### src/rtl/wb_bitstream_loader.sv
// Byte-stream to Wishbone configuration loader.
// Packs bytes into LE words and writes them to BASE_ADDR onward.
//
// Ports:
//   wb_clk_i, wb_rst_ni       clock, async active-low reset
//   start, abort, word_count  load control
//   in_valid/in_ready/in_data byte stream input
//   wbm_*                     Wishbone initiator (single-beat writes)
//   busy, done, error         status (FILL|REQ, DONE, ERR)
//   words_written             acknowledged writes in current/last load
module wb_bitstream_loader #(
  parameter logic [31:0] BASE_ADDR   = 32'h3000_0000,
  parameter int unsigned CNT_W       = 16,
  parameter int unsigned ACK_TIMEOUT = 255
) (
  input  logic             wb_clk_i,
  input  logic             wb_rst_ni,
  input  logic             start,
  input  logic             abort,
  input  logic [CNT_W-1:0] word_count,
  input  logic             in_valid,
  input  logic [7:0]       in_data,
  output logic             in_ready,
  output logic             wbm_cyc_o,
  output logic             wbm_stb_o,
  output logic             wbm_we_o,
  output logic [3:0]       wbm_sel_o,
  output logic [31:0]      wbm_addr_o,
  output logic [31:0]      wbm_data_o,
  input  logic             wbm_ack_i,
  output logic             busy,
  output logic             done,
  output logic             error,
  output logic [CNT_W-1:0] words_written
);

  typedef enum logic [2:0] {
    S_IDLE,
    S_FILL,
    S_REQ,
    S_DONE,
    S_ERR
  } state_t;

  localparam logic [15:0] TMO_LAST = 16'(ACK_TIMEOUT - 1);

  state_t           state_q, state_d;
  logic [1:0]       idx_q, idx_d;
  logic [31:0]      data_q, data_d;
  logic [31:0]      addr_q, addr_d;
  logic [CNT_W-1:0] cnt_q, cnt_d;
  logic [CNT_W-1:0] ww_q, ww_d;
  logic [15:0]      tmo_q, tmo_d;
  logic             rdy_q, cyc_q;
  logic             busy_q, done_q, err_q;

  always_comb begin
    state_d = state_q;
    idx_d   = idx_q;
    data_d  = data_q;
    addr_d  = addr_q;
    cnt_d   = cnt_q;
    ww_d    = ww_q;
    tmo_d   = tmo_q;
    if (abort) begin
      // abort beats a same-cycle ack: that write is not counted
      state_d = S_IDLE;
      idx_d   = 2'd0;
    end else begin
      unique case (state_q)
        S_IDLE, S_DONE, S_ERR: begin
          if (start) begin
            if (word_count == '0) begin
              state_d = S_DONE;
            end else begin
              cnt_d   = word_count;
              ww_d    = '0;
              addr_d  = BASE_ADDR;
              idx_d   = 2'd0;
              state_d = S_FILL;
            end
          end
        end
        S_FILL: begin
          if (in_valid) begin
            data_d[{idx_q, 3'b000} +: 8] = in_data;
            idx_d = idx_q + 2'd1;
            if (idx_q == 2'd3) begin
              tmo_d   = 16'd0;
              state_d = S_REQ;
            end
          end
        end
        S_REQ: begin
          if (wbm_ack_i) begin
            ww_d = ww_q + CNT_W'(1);
            if (ww_d == cnt_q) begin
              state_d = S_DONE;
            end else begin
              addr_d  = addr_q + 32'd4;
              idx_d   = 2'd0;
              state_d = S_FILL;
            end
          end else if (tmo_q == TMO_LAST) begin
            state_d = S_ERR;
          end else begin
            tmo_d = tmo_q + 16'd1;
          end
        end
        default: state_d = S_IDLE;
      endcase
    end
  end

  // outputs are flops decoded from the next state
  always_ff @(posedge wb_clk_i or negedge wb_rst_ni) begin
    if (!wb_rst_ni) begin
      state_q <= S_IDLE;
      idx_q   <= 2'd0;
      data_q  <= 32'd0;
      addr_q  <= BASE_ADDR;
      cnt_q   <= '0;
      ww_q    <= '0;
      tmo_q   <= 16'd0;
      rdy_q   <= 1'b0;
      cyc_q   <= 1'b0;
      busy_q  <= 1'b0;
      done_q  <= 1'b0;
      err_q   <= 1'b0;
    end else begin
      state_q <= state_d;
      idx_q   <= idx_d;
      data_q  <= data_d;
      addr_q  <= addr_d;
      cnt_q   <= cnt_d;
      ww_q    <= ww_d;
      tmo_q   <= tmo_d;
      rdy_q   <= (state_d == S_FILL);
      cyc_q   <= (state_d == S_REQ);
      busy_q  <= (state_d == S_FILL) || (state_d == S_REQ);
      done_q  <= (state_d == S_DONE);
      err_q   <= (state_d == S_ERR);
    end
  end

  assign in_ready      = rdy_q;
  assign wbm_cyc_o     = cyc_q;
  assign wbm_stb_o     = cyc_q;
  assign wbm_we_o      = cyc_q;
  assign wbm_sel_o     = {4{cyc_q}};
  assign wbm_addr_o    = addr_q;
  assign wbm_data_o    = data_q;
  assign busy          = busy_q;
  assign done          = done_q;
  assign error         = err_q;
  assign words_written = ww_q;

endmodule

### config.mk
export PLATFORM = sky130hd
export DESIGN_NAME = wb_bitstream_loader
export DESIGN_NICKNAME = d
export VERILOG_FILES = /design/src/rtl/wb_bitstream_loader.sv
export SDC_FILE = /design/constraint.sdc
export NUM_CORES = 1
export LEC_CHECK = 0
export CORE_MARGIN = 8
export CORE_UTILIZATION = 49
export CTS_CLUSTER_SIZE = 24
export DETAILED_ROUTE_END_ITERATION = 8
export PLACE_DENSITY = 0.8
export SLEW_MARGIN = 30
export SYNTH_ARGS = -nofsm -noshare
export SYNTH_HDL_FRONTEND = slang
export SYNTH_SLANG_ARGS = --single-unit
### constraint.sdc
create_clock -name wb_clk_i -period 3.15 [get_ports wb_clk_i]
set_input_delay 0.63 -clock wb_clk_i [delete_from_list [all_inputs] [get_ports wb_clk_i]]
set_output_delay 0.63 -clock wb_clk_i [all_outputs]
set_load 0.005 [all_outputs]
# [After elaboration in Yosys (flattened, before gate mapping)]
# Index checks and enable logic that the tools add are counted.
[op_classes] add_sub_neg=5 multipliers=0 div_mod_pow=0 n_lt_le_gt_ge=0 eq_ne=24 shift=2 mux=31 bitwise_logic=2 n_reduce_logical=13
[ops] op="$mux W32" n=4
[ops] op="$mux W16" n=7
[ops] op="$pmux W16 S2" n=2
[ops] op="$pmux W32 S2" n=1
[ops] op="$add A16 B1 Y16 const B" n=2
[ops] op="$add A32 B3 Y32 const B" n=1
[ops] op="$bwmux W32" n=1
[ops] op="$shift A8 B7 Y32 const A" n=1
[ops] op="$shiftx A8 B7 Y32" n=1
[ops] op="$mux W3" n=6
[ops] op="$reduce_and A6 Y1" n=3
[ops] op="$eq A16 B16 Y1" n=1
[ops] op="$eq A16 B8 Y1 const B" n=1
[ops] op="$logic_not A16 Y1" n=1
[ops] op="$mux W2" n=8
[ops] op="$ne A2 B2 Y1 const B" n=8
[ops] op="$ne A3 B3 Y1 const B" n=5
[ops] op="$eq A3 B2 Y1 const B" n=4
[ops] op="$pmux W3 S3" n=1
[ops] op="$neg A5 Y7" n=1
[ops] op="$eq A3 B1 Y1 const B" n=2
[ops] op="$eq A3 B3 Y1 const B" n=2
[ops] op="$pmux W2 S3" n=1
[ops] op="$reduce_and A5 Y1" n=1
[ops] op="other kinds (10)" n=12
[totals] reg_bits=122 latchBits=0 ram_bits=0 mem_bits_ro=0 in_bits=30 output_inout_bits=91 elab_cells=89 n_memories=0

# [Logic depth before layout (Yosys ltp)]
# Gate-level depths: netlist (run 1).
[depth] ltp_word=8 mapped_depth=13 mapped_depth_nobuf=11

# [Least setup slack after synthesis (run 1)]
# Ideal clock, no wire load.
[synth_timing] path_kind="register to register" start="register, netlist name words_written[0]" end="register tmo_q[2]" setup_time_ns=0.124 t_arrival_ns=2.766 required_time_ns=3.026 setup_slack_ns=0.260 path_stages_with_launch=12 path_buffers=2 synth_period_minus_slack_ns=2.890 cell_sequence="dfrtp_1 -> ha_1 -> nand3_2 -> buf_4 -> nor3_4 -> nand3_1 -> or3b_1 -> a2111o_1 -> buf_6 -> o211ai_4 -> a21oi_1 -> a211o_1"
[synth_lines] item="to (signal assigned)" line_no="137" rtl="tmo_q <= tmo_d;"
[synth_lines] item="to (decl)" line_no="53" rtl="logic [15:0] tmo_q, tmo_d;"

# [Final worst setup path (run 1)]
[layout_timing] start="register ww_q[1] (netlist: words_written[1])" end="register addr_q[4] (netlist: wbm_addr_o[4])"
[layout_between] elab_chain_len=4
[layout_rtl] item="from (decl)" line_no="52" rtl="logic [CNT_W-1:0] ww_q, ww_d;"
[layout_rtl] item="from (signal assigned)" line_no="136" rtl="ww_q <= ww_d;"
[layout_rtl] item="$add A16 B1 Y16" line_no="96" rtl="ww_d = ww_q + CNT_W'(1);"
[layout_rtl] item="$eq A16 B16 Y1" line_no="97" rtl="if (ww_d == cnt_q) begin"
[layout_rtl] item="$ne A2 B2 Y1 (no source line)"
[layout_rtl] item="$reduce_and A6 Y1 (no source line)"
[layout_rtl] item="to (signal assigned)" line_no="134" rtl="addr_q <= addr_d;"
[layout_rtl] item="to (decl)" line_no="50" rtl="logic [31:0] addr_q, addr_d;"
# Every way passes these cells.
# A chain may end at the register's enable or synchronous reset.

==> flow_summary.yaml, run 1 <==
routing:
  drt_pass1_iterations: 6
  wl_per_cell_microns: 16.6
  drtIter0Drc: 552
  vias: 6049
  ant_nets: 0
  routed_wl_microns: 17800
  drc: 0
  viasPerCell: 5.66
power_and_ir_drop:
  switching_share_pct: 23.8
  vdd_drop_max_mv: 0.344
  p_per_area_nw_per_um2: 468
  intPower_w: 0.00311
  switching_power_w: 0.000970
  power_leakage_nw: 3.61
  combPwrFrac_pct: 9.5
  clkPwrFrac_pct: 49.2
  p_total_w: 0.00408
  seq_power_share_pct: 41.3
setup_path:
  cpLargestDelayFamily: "simple AND/OR/NAND/NOR gates"
  worst-endpoint-required_ns: 3.44
  arrival_ns: 3.22
  crit_type: "flop to flop"
  end_kind: "flop"
  critPathLaunchType: "flop"
  crit_path_top_delay_cell: "a2111o_2"
  crit_path_cell_trace: "ha_2 > nand3_2 > nor3_4 > nand3_1 > or3b_1 > a2111o_2 > buf_4 > o211ai_1 > xor2_1 > nor2_1"
  cp_max_fo: 7
  worst-path-buf-inv: 1
  critPathMaxStageDelay_ns: 0.56
  crit_path_start: "words_written[1]"
  reg2reg_from: "words_written[1]"
yosys:
  ys_seq_area_share_pct: 46.0
  synth_edf_count: 0
  ys_types: 67
  synthArstFlopShare_pct: 100
  synth-seq-cells: 120
  synth_area_sq_um: 6540
  yosysWarningCount: 0
  synth_cells: 743
  syn_area_per_cell_sq_um: 8.80
  ys.flop_type: "dfrtp_1"
grt:
  grt_overflow: 0
  antenna_found_initial: 0
  grt_pass1_vias: 5788
  grt_first_pass_wirelength_microns: 29500
  grt_max_degree: 67
  grtUsageTotal_pct: 20.8
die:
  dieWidth_microns: 131
  fp-row-count: 42
  coreArea_sq_um: 13100
  die-area_sq_um: 17300
  initial_core_util_pct: 49.8
  die_height_microns: 131
  io_pins: 121
cts:
  cts_tree: "yes"
  numClockSinks: 120
  clock-root-buffer: "clkbuf_16"
  hold_buffers: 0
  clk_pin_slew_ns: 0.06
  h-tree-depth: 4
  numCtsBuffers: 17
  clockBufferDepth: 2
  clock_latency_ns: 0.42
timing:
  finalSetupTns_ns: 0
  setup_violations: 0
  fin_skew_ns: 0.00596
  max_freq_mhz: 341
  period_needed_ns: 2.93
  hold_viol: 0
  drv_slew: 0
  worstMarginPinSlew_ns: 0.817
  post-route-period-util_pct: 93.1
  relSlewSlack_pct: 45.1
placement:
  dp.cells: 1034
  gp_congestion: 0.841
  dp_hpwl_microns: 12500
  place.port_buffers: 118
cells_and_area:
  fin_cells: 1068
  nets: 919
  final_cell_mix: "167 x nand2_1, 118 x dfrtp_1, 117 x clkdlybuf4s50_1"
  n_antenna_cell: 0
  mostFrequentLayoutCell: "nand2_1"
  area_delta_synth_final_pct: 33.2
  final_layout_size_suffix_gt1_share_pct: 12.2
flow_run:
  maxCapViolations: 0
status:
  run_status: "complete, no violations"
min_path:
  hold_class: "input port to asynchronous set/reset pin"
-- cell usage after synthesis, drive strengths merged (4+ instances only) --
master	n	area [sq um]
nand2	168	633
dfrtp	118	2950
o21ai	81	435
nor2	37	139
a21oi	30	169
nand3	28	145
clkbuf	25	96.3
inv	23	86.3
or3	21	131
buf	19	150
nand4	18	143
xnor2	18	158
nor3	14	81.3
o31ai	12	95.1
xor2	12	105
nor4	11	81.3
ha	10	125
o211ai	10	88.8
and2	8	50.1
or4	8	60.1
and4	6	52.6
nor3b	6	45.0
nand2b	5	31.3
o41ai	5	43.8
a31oi	4	25.0
nor2b	4	25.0
or2	4	25.0
-- worst reg2reg max path, cell delays in order (launching register included) --
cell      delay (ns)
dfrtp_1         0.42
ha_2            0.27
nand3_2         0.13
nor3_4          0.25
nand3_1         0.14
or3b_1          0.39
a2111o_2        0.56
buf_4           0.22
o211ai_1        0.20
xor2_1          0.17
nor2_1          0.06
-- per-stage QoR --
stage / setup slack (ns) / hold WS [ns] / utilization (%) / instance area, sq um
after floorplan: 0.260 / 0.334 / - / 6540
after global placement: -0.0612 / 0.460 / 61.3 / 8050
after detailed placement: -0.0188 / 0.470 / 61.3 / 8050
after CTS: 0.0345 / 0.110 / 65.9 / 8660
after global routing: -0.00734 / 0.124 / 66.3 / 8700
final: 0.217 / 0.114 / 66.3 / 8700
-- power groups by stage --
stage / clock, W / sequential (W) / combinational (W)
detailed placement: 0 / 0.00171 / 0.000385
finish: 0.00201 / 0.00168 / 0.000387
global route: 0.00210 / 0.00169 / 0.000436
CTS: 0.00204 / 0.00168 / 0.000391
global placement: 0 / 0.00171 / 0.000377
floorplan: 0 / 0.00169 / 0.000189
-- cell families after synthesis --
group           Yosys count  share of synthesized area, %
mux                       4                         0.632
flops                   120                          46.0
other cells               1                        0.0574
compound gates          167                          16.4
buf+inv                  67                          5.09
simple gates            344                          25.9
fa+ha+maj                10                          1.91
xor+xnor                 30                          4.02
-- registers in the layout, indices dropped and copies added (netlist names) --
| name | flops |
|---|---|
| wbm_addr_o | 30 |
| done | 1 |
| cnt_q | 16 |
| busy | 1 |
| error | 1 |
| state_q | 3 |
| in_ready | 1 |
| tmo_q | 16 |
| wbm_cyc_o | 1 |
| wbm_data_o | 32 |
| words_written | 16 |
| idx_q | 2 |
-- final timing paths --
kind                             endpoint  slack (ns)  depth (start not counted)
min                        wbm_data_o[30]        0.11                          1
min reg2reg                wbm_data_o[23]        0.48                          2
min in group wb_clk_i      wbm_data_o[23]        0.48                          2
max                         wbm_addr_o[4]        0.22                         10
max in group asynchronous  wbm_addr_o[18]        2.31                          2
max reg2reg                 wbm_addr_o[4]        0.22                         10
-- timing repair --
action	in CTS	in global routing
resized for setup	0	6
buffers inserted	0	1
endpoints found under the setup margin	0	25
endpoints found under the hold margin	0	0
-- routing by layer --
metal | share of wire [%] | global-route usage, % | vias to the layer above
li1 | - | - | 2885
met1 | 45 | 26.4 | 2942
met2 | 47 | 32.7 | 196
met3 | 6.1 | 6.40 | 26
met4 | 1.6 | 7.40 | 0
met5 | 0 | 0 | -
-- layout make-up --
class | count | area, sq um
Fill cell | 1042 | 4430
Multi-Input combinational cell | 558 | 3240
Sequential cell | 120 | 3010
Timing Repair Buffer | 159 | 1540
Clock buffer | 21 | 470
Tap cell | 176 | 220
Clock inverter | 11 | 145
Inverter | 23 | 86.3
Note: power is estimated with default switching activity, not from simulation.
==> run 2, diff against run 1 <==
==> constraint.sdc (replaced) <==
create_clock -name wb_clk_i -period 3.1 [get_ports wb_clk_i]
set_input_delay 0.62 -clock wb_clk_i [delete_from_list [all_inputs] [get_ports wb_clk_i]]
set_output_delay 0.62 -clock wb_clk_i [all_outputs]
set_load 0.005 [all_outputs]
==> run 2 against run 1 <==
Effect of this change:
- sequential cell count unchanged
- fmax fell by 1.3%
- hold slack better by 0.074 ns
- sequential share of layout area fell by 0.47 points
- clock-buffer cell count shrank 1
- worst setup slack worse by 0.089 ns
- first-iteration DRC count down 1.3%
- clock power grew 7%
- global-route usage is 0.33 points lower
- sequential power about the same
- core utilization grew 0.94 points
- final cell count rose by 0.84%
- critical endpoint is now wbm_addr_o[24]
==> flow_summary.yaml, run 2 (synthesis gave the netlist of run 1 again) <==
status:
  run_status: "complete, no violations"
grt:
  grtUsageTotal_pct: 20.4
  grt_overflow: 0
  grt_pass1_vias: 5820
  antenna_found_initial: 0
  grt_first_pass_wirelength_microns: 29300
  grt_max_degree: 45
timing:
  relSlewSlack_pct: 42.9
  post-route-period-util_pct: 95.9
  setup_violations: 0
  finalSetupTns_ns: 0
  period_needed_ns: 2.97
  fin_skew_ns: 0.00642
  worstMarginPinSlew_ns: 0.849
  hold_viol: 0
  max_freq_mhz: 336
  drv_slew: 0
  worst_slack_ns: 0.127
placement:
  place.port_buffers: 118
  dp.cells: 1040
  placed_area_sq_um: 8090
  place_ws_ns: -0.131
  dp_hpwl_microns: 12400
  gp_congestion: 0.827
cts:
  clock-root-buffer: "clkbuf_16"
  numCtsBuffers: 17
  clk_pin_slew_ns: 0.06
  numClockSinks: 120
  cts_tree: "yes"
  clock_latency_ns: 0.42
  clockBufferDepth: 2
  h-tree-depth: 4
die:
  coreArea_sq_um: 13100
  initial_core_util_pct: 49.8
  fp-row-count: 42
  io_pins: 121
  die_height_microns: 131
  die-area_sq_um: 17300
  dieWidth_microns: 131
routing:
  wl_per_cell_microns: 16.5
  ant_nets: 0
  routed_wl_microns: 17800
  drt_pass1_iterations: 5
  drtIter0Drc: 545
  viasPerCell: 5.53
  vias: 5960
  drc: 0
setup_path:
  r2r_cells: 10
  arrival_ns: 3.32
  crit_type: "flop to flop"
  critical_path.reg2reg.endpoint: "wbm_addr_o[24]"
  cp_max_fo: 22
  r2r_slack_ns: 0.13
  end_kind: "flop"
  reg2reg_from: "words_written[0]"
  critPathLaunchType: "flop"
  worst-endpoint-required_ns: 3.45
cells_and_area:
  nets: 928
  utilization_pct: 67.2
  final_layout_size_suffix_gt1_share_pct: 13.4
  fin_cells: 1077
  area_delta_synth_final_pct: 35.1
  largest_reg_flops: 32
  design_area_sq_um: 8830
  final_cell_mix: "167 x nand2_1, 117 x dfrtp_1, 117 x clkdlybuf4s50_1"
  mostFrequentLayoutCell: "nand2_1"
  n_antenna_cell: 0
min_path:
  hold_class: "input port to asynchronous set/reset pin"
power_and_ir_drop:
  vdd_drop_max_mv: 0.348
  power_leakage_nw: 3.68
  p_per_area_nw_per_um2: 483
flow_run:
  maxCapViolations: 0
run 2: how the worst max path moves through the flow:
stage                                 from             end  slack [ns]  depth (start not counted)
after floorplan           words_written[0]        tmo_q[2]        0.21                         11
after global placement       word_count[1]       tmo_q[15]       -0.08                          9
after detailed placement     word_count[1]       tmo_q[15]       -0.13                          9
after CTS                 words_written[1]  wbm_addr_o[31]        0.01                          9
after global routing      words_written[0]   wbm_addr_o[5]       -0.04                         11
final                     words_written[0]  wbm_addr_o[24]        0.13                         10
run 2: what timing repair did:
| action | 4_1_cts | 5_1_grt |
|---|---|---|
| gates resized for setup | 0 | 8 |
| pin swaps | 1 | 4 |
| endpoints found under the setup margin | 3 | 32 |
| buffers inserted | 0 | 4 |
| hold buffers | 0 | 0 |
| gates cloned | 0 | 1 |
run 2: per-stage QoR:
stage	hold WS [ns]	power [W]
after detailed placement	0.469	0.00213
final	0.188	0.00427
after floorplan	0.324	0.00191
after CTS	0.212	0.00429
after global routing	0.239	0.00443
after global placement	0.461	0.00212
run 2: power breakdown:
part	total [W]	internal, W	switching [W]	leakage [nW]
Combinational	0.000394	0.000189	0.000205	1.75
Sequential	0.00171	0.00164	0.0000681	1.61
Clock	0.00216	0.00142	0.000742	0.318
Total	0.00427	0.00325	0.00101	3.68
run 2: cell type report:
cell class	instances	area, sq um
inverters	23	86.3
clock inverters	12	189
repair buffers	168	1600
well taps	176	220
clock buffers	20	467
flip-flops and latches	120	3010
fillers	1016	4310
multi-input cells	558	3260
run 2: worst max-delay path, stage by stage (launching register included):
cell and delay, ns:
dfrtp_1 0.47, ha_4 0.20, nand3_2 0.12, or4_1 0.50, a21oi_1 0.16, a311o_1 0.14
a2111o_2 0.30, o21ai_1 0.15, buf_12 0.18, or4_1 0.50, a21oi_1 0.16
run 2: per-layer routing:
layer,track usage [%],vias to the layer above,part of all wire (%)
li1,-,2914,-
met1,26.5,2847,46
met2,31.8,178,46
met3,6.40,21,6.6
met4,6.51,0,1.5
met5,0,-,0
==> variant 1 (flow settings as in run 1) <==
`CNT_W`: 16 -> 20.
--- a/src/rtl/wb_bitstream_loader.sv
+++ b/src/rtl/wb_bitstream_loader.sv
@@ -10,7 +10,7 @@
 //   words_written             acknowledged writes in current/last load
 module wb_bitstream_loader #(
   parameter logic [31:0] BASE_ADDR   = 32'h3000_0000,
-  parameter int unsigned CNT_W       = 16,
+  parameter int unsigned CNT_W       = 20,
   parameter int unsigned ACK_TIMEOUT = 255
 ) (
   input  logic             wb_clk_i,
Interface: changed (resized word_count and words_written); port bits go from 121 to 129. No check against the original RTL was run, so the function may have changed too.
==> variant 1 against run 1 <==
- first-iteration DRC count shrank 32%
- non-clock buffer count grew 9
- design area grew 5.4%
- power shrank 0.83%
- sequential cell count grew 8
- worst setup slack lost 5.9 ps
- area after synthesis grew 7.7%
- routed wire length grew 9.6%
==> variant 1: results (changes against run 1) <==
GRT
  – Met1 usage: 0.290 (was 0.264)
  – Largest net degree at the start of global routing: 63 (was 67)
  – Global routing usage on met3: 0.0498 (was 0.0640)
  – First-pass GRT wire length: 31900 µm (was 29500 µm)
  – Total GRT Usage: 0.214 (was 0.208)
  – Number of global-route vias before repair: 6327 (was 5788)
  – GR Util met2: 0.327 (about the same)

Detailed routing
  – Vias: 6564 (was 6049)
  – Routed wl met3: 1560 µm (was 1090 µm)
  – DRT iter0 DRCs: 374 (was 552)
  – First-pass detailed-route iteration total: 5 (was 6)
  – Avg WL per Cell: 17.3 µm (was 16.6 µm)
  – Met2 wire length: 8810 µm (was 8350 µm)

Placement
  – Routability congestion estimate: 0.872 (was 0.841)
  – PortBufs: 126 (was 118)
  – Placed Cells: 1097 (was 1034)
  – DP Area: 8620 µm² (was 8050 µm²)
  – Detailed placement HPWL: 14100 µm (was 12500 µm)

Setup path
  – CP max stage cell: or3_1 (was a2111o_2)
  – WP data arrival: 3290 ps (was 3220 ps)
  – Crit path max fanout: 10 (was 7)

Yosys
  – Leading post-synthesis cells by cell area: dfrtp_1 (45%), nand2_1 (8.7%), o21ai_0 (5.3%) (was dfrtp_1 (45%), nand2_1 (9.6%), o21ai_0 (5.7%))
  – Post-synthesis mux area share: 0.00445 (was 0.00632)
  – Adder-cell share of the synthesized area: 0.0178 (was 0.0191)
  – Cell variety after synth: 67 (unchanged)
  – Complex-gate fraction of the synthesized area: 0.155 (was 0.164)
  – Avg Inst Size Synth: 8.82 µm² (was 8.80 µm²)
  – Seq/Total Area, Yosys: 0.456 (was 0.460)

Finish
  – Area grow syn2layout: 30.4% (was 33.2%)
  – Nets@finish: 980 (was 919)
  – Count of filler cells inserted in the layout: 1099 (was 1042)
  – Layout cell share with drive strength beyond 1: 0.107 (was 0.122)
  – Fin cells: 1129 (was 1068)

Pwr
  – Power density over cell area: 440 nW/µm² (was 468 nW/µm²)
  – Maximum VDD drop: 0.283 mV (was 0.344 mV)
  – Int Pwr: 3.02 mW (was 3.11 mW)
  – Leak: 3.94 nW (was 3.61 nW)
  – Clock power share: 0.456 (was 0.492)
  – Comb power: 415 µW (was 387 µW)

Clock network
  – Worst skew pair latency: 420 ps (about the same)

STA
  – Clock Skew: 7.53 ps (was 5.96 ps)
  – Actual slew at the worst max-slew pin: 843 ps (was 817 ps)

Outcome
  – Outcome: finished clean (unchanged)
==> variant 1: area by class of cell <==
cell class / count / share of cell area
multi-input combinational: 610 / 0.387
sequential: 128 / 0.349
timing repair buffer: 168 / 0.174
clock buffer: 18 / 0.0479
tap: 180 / 0.0245
clock inverter: 14 / 0.0128
inverter: 11 / 0.00450
==> variant 1: worst paths after layout <==
path / startpoint / to / cells past startpoint
setup / recovery: words_written[0]$_DFFE_PN0P_ / wbm_addr_o[28]$_DFFE_PN1P_ / 9
hold / removal: wb_rst_ni / cnt_q[10]$_DFFE_PN0P_ / 1
setup reg to reg: words_written[0]$_DFFE_PN0P_ / wbm_addr_o[28]$_DFFE_PN1P_ / 9
hold reg to reg: wbm_data_o[22]$_DFFE_PN0P_ / wbm_data_o[22]$_DFFE_PN0P_ / 2
max in group asynchronous: wb_rst_ni / wbm_addr_o[28]$_DFFE_PN1P_ / 2
min in group wb_clk_i: wbm_data_o[22]$_DFFE_PN0P_ / wbm_data_o[22]$_DFFE_PN0P_ / 2
==> variant 2 (config.mk and constraints of run 1) <==
Made on the original files. Register the output `error` once more; this adds one clock of latency there. The other outputs are not delayed to match.
--- a/src/rtl/wb_bitstream_loader.sv
+++ b/src/rtl/wb_bitstream_loader.sv
@@ -152,7 +152,9 @@
   assign wbm_data_o    = data_q;
   assign busy          = busy_q;
   assign done          = done_q;
-  assign error         = err_q;
+  always_ff @(posedge wb_clk_i) begin
+    error <= err_q;
+  end
   assign words_written = ww_q;
 
 endmodule
Formal check against the unedited RTL: same outputs for any inputs over 4 cycles, from zero or initial values and one cycle with wb_rst_ni low; that may be too few to reach the edited logic, so the function may still have changed.
==> variant 2 against run 1 <==
- worst setup slack got worse by 47 ps
- routed wire length increased by 0.79%
- sequential cell count increased by 1
- area after synthesis increased by 0.31%
- hold slack improved by 15 ps
- design area decreased by 0.22%
- combinational power about the same
- power decreased by 2.1%
- via count increased by 0.51%
- fmax decreased by 1.6%
- critical endpoint is now tmo_q[6]$_DFFE_PN0P_
==> variant 2: results (changes against run 1) <==
GRT
  – Largest net degree at the start of global routing: 56 (was 67)
  – Number of global-route vias before repair: 5877 (was 5788)
  – First-pass GRT wire length: 29600 µm (was 29500 µm)
  – Total GRT Usage: 0.207 (was 0.208)

Yosys
  – Seq/Total Area, Yosys: 0.461 (was 0.460)
  – Post-synthesis mux area share: 0.00630 (was 0.00632)
  – XOR/XNOR Fraction of Synth Area: 0.0401 (was 0.0402)
  – Ys async rst share: 0.992 (was 1.00)
  – Complex-gate fraction of the synthesized area: 0.164 (about the same)
  – Leading post-synthesis cells by cell area: dfrtp_1 (45%), nand2_1 (9.6%), o21ai_0 (5.6%) (was dfrtp_1 (45%), nand2_1 (9.6%), o21ai_0 (5.7%))
  – Adder-cell share of the synthesized area: 0.0191 (about the same)
  – Syn Inst Count: 744 (was 743)
  – Cell variety after synth: 68 (was 67)

Setup path
  – Reg2Reg Setup Slack: 170 ps (was 220 ps)
  – R2r startpoint: words_written[3]$_DFFE_PN0P_ (was words_written[1]$_DFFE_PN0P_)
  – Crit path max fanout: 9 (was 7)
  – WP data arrival: 3270 ps (was 3220 ps)
  – Crit path to: tmo_q[6]$_DFFE_PN0P_ (was wbm_addr_o[4]$_DFFE_PN0P_)
  – Worst reg2reg endpoint: tmo_q[6]$_DFFE_PN0P_ (was wbm_addr_o[4]$_DFFE_PN0P_)

Placement
  – Place WS: 63.5 ps (was -18.8 ps)
  – Routability congestion estimate: 0.854 (was 0.841)
  – Placed Cells: 1038 (was 1034)
  – Detailed placement HPWL: 12700 µm (was 12500 µm)
  – DP Area: 8080 µm² (was 8050 µm²)

Finish
  – Nets@finish: 923 (was 919)
  – Layout cell share with drive strength beyond 1: 0.124 (was 0.122)
  – Fin cells: 1072 (was 1068)

STA
  – Fmax achieved: 336 MHz (was 341 MHz)
  – Actual slew at the worst max-slew pin: 936 ps (was 817 ps)
  – Clock Skew: 5.50 ps (was 5.96 ps)

Pwr
  – Maximum VDD drop: 0.327 mV (was 0.344 mV)
  – Leak: 3.59 nW (was 3.61 nW)

Clock network
  – Clock Tree Root: clkbuf_16 (unchanged)

Detailed routing
  – Avg WL per Cell: 16.7 µm (was 16.6 µm)
  – Vias: 6080 (was 6049)
  – DRT iter0 DRCs: 556 (was 552)

Outcome
  – Outcome: finished clean (unchanged)
[variant 2: layer usage]
layer / up-vias / track usage / share of wire
li1: 2895 / - / -
met1: 2920 / 0.265 / 0.44
met2: 244 / 0.328 / 0.48
met3: 21 / 0.0633 / 0.071
met4: 0 / 0.0683 / 0.013
met5: - / 0 / 0
[variant 2: worst min path at each step]
stage,startpoint,to,slack [ps],cells after the start
6_report,wb_rst_ni,tmo_q[12]$_DFFE_PN0P_,130,1
5_1_grt,wb_rst_ni,wbm_addr_o[4]$_DFFE_PN0P_,140,1
4_1_cts,wb_rst_ni,tmo_q[3]$_DFFE_PN0P_,120,1
3_5_place_dp,err_q$_DFF_PN0_,error$_DFF_P_,340,0
3_3_place_gp,err_q$_DFF_PN0_,error$_DFF_P_,330,0
2_1_floorplan,err_q$_DFF_PN0_,error$_DFF_P_,320,0
[variant 2: cell type report]
class / instances / area (µm²)
Clock buffer: 18 / 429
Tap cell: 176 / 220
Multi-Input combinational cell: 557 / 3220
Inverter: 23 / 86.3
Clock inverter: 14 / 150
Timing Repair Buffer: 163 / 1550
Sequential cell: 121 / 3030
Fill cell: 1040 / 4450
[variant 2: what timing repair did]
action                     4_1_cts  5_1_grt
setup endpoints to repair        0       19
setup buffers                    0        2
gates resized for setup          0        2
[variant 2: critical path: stages, from the launching register on]
cell       delay [ps]
dfrtp_1           490
and4_1            280
and2_1            200
a2111oi_0         400
o2111ai_1         200
a2111o_1          540
buf_4             190
o211ai_4          170
buf_4             170
nor2b_1           130
o21ai_0            80
[variant 2: report_power, final]
group	internal (mW)	total [mW]	switching, mW
sequential	1.63	1.70	0.0682
combinational	0.188	0.387	0.199
clock	1.17	1.91	0.738
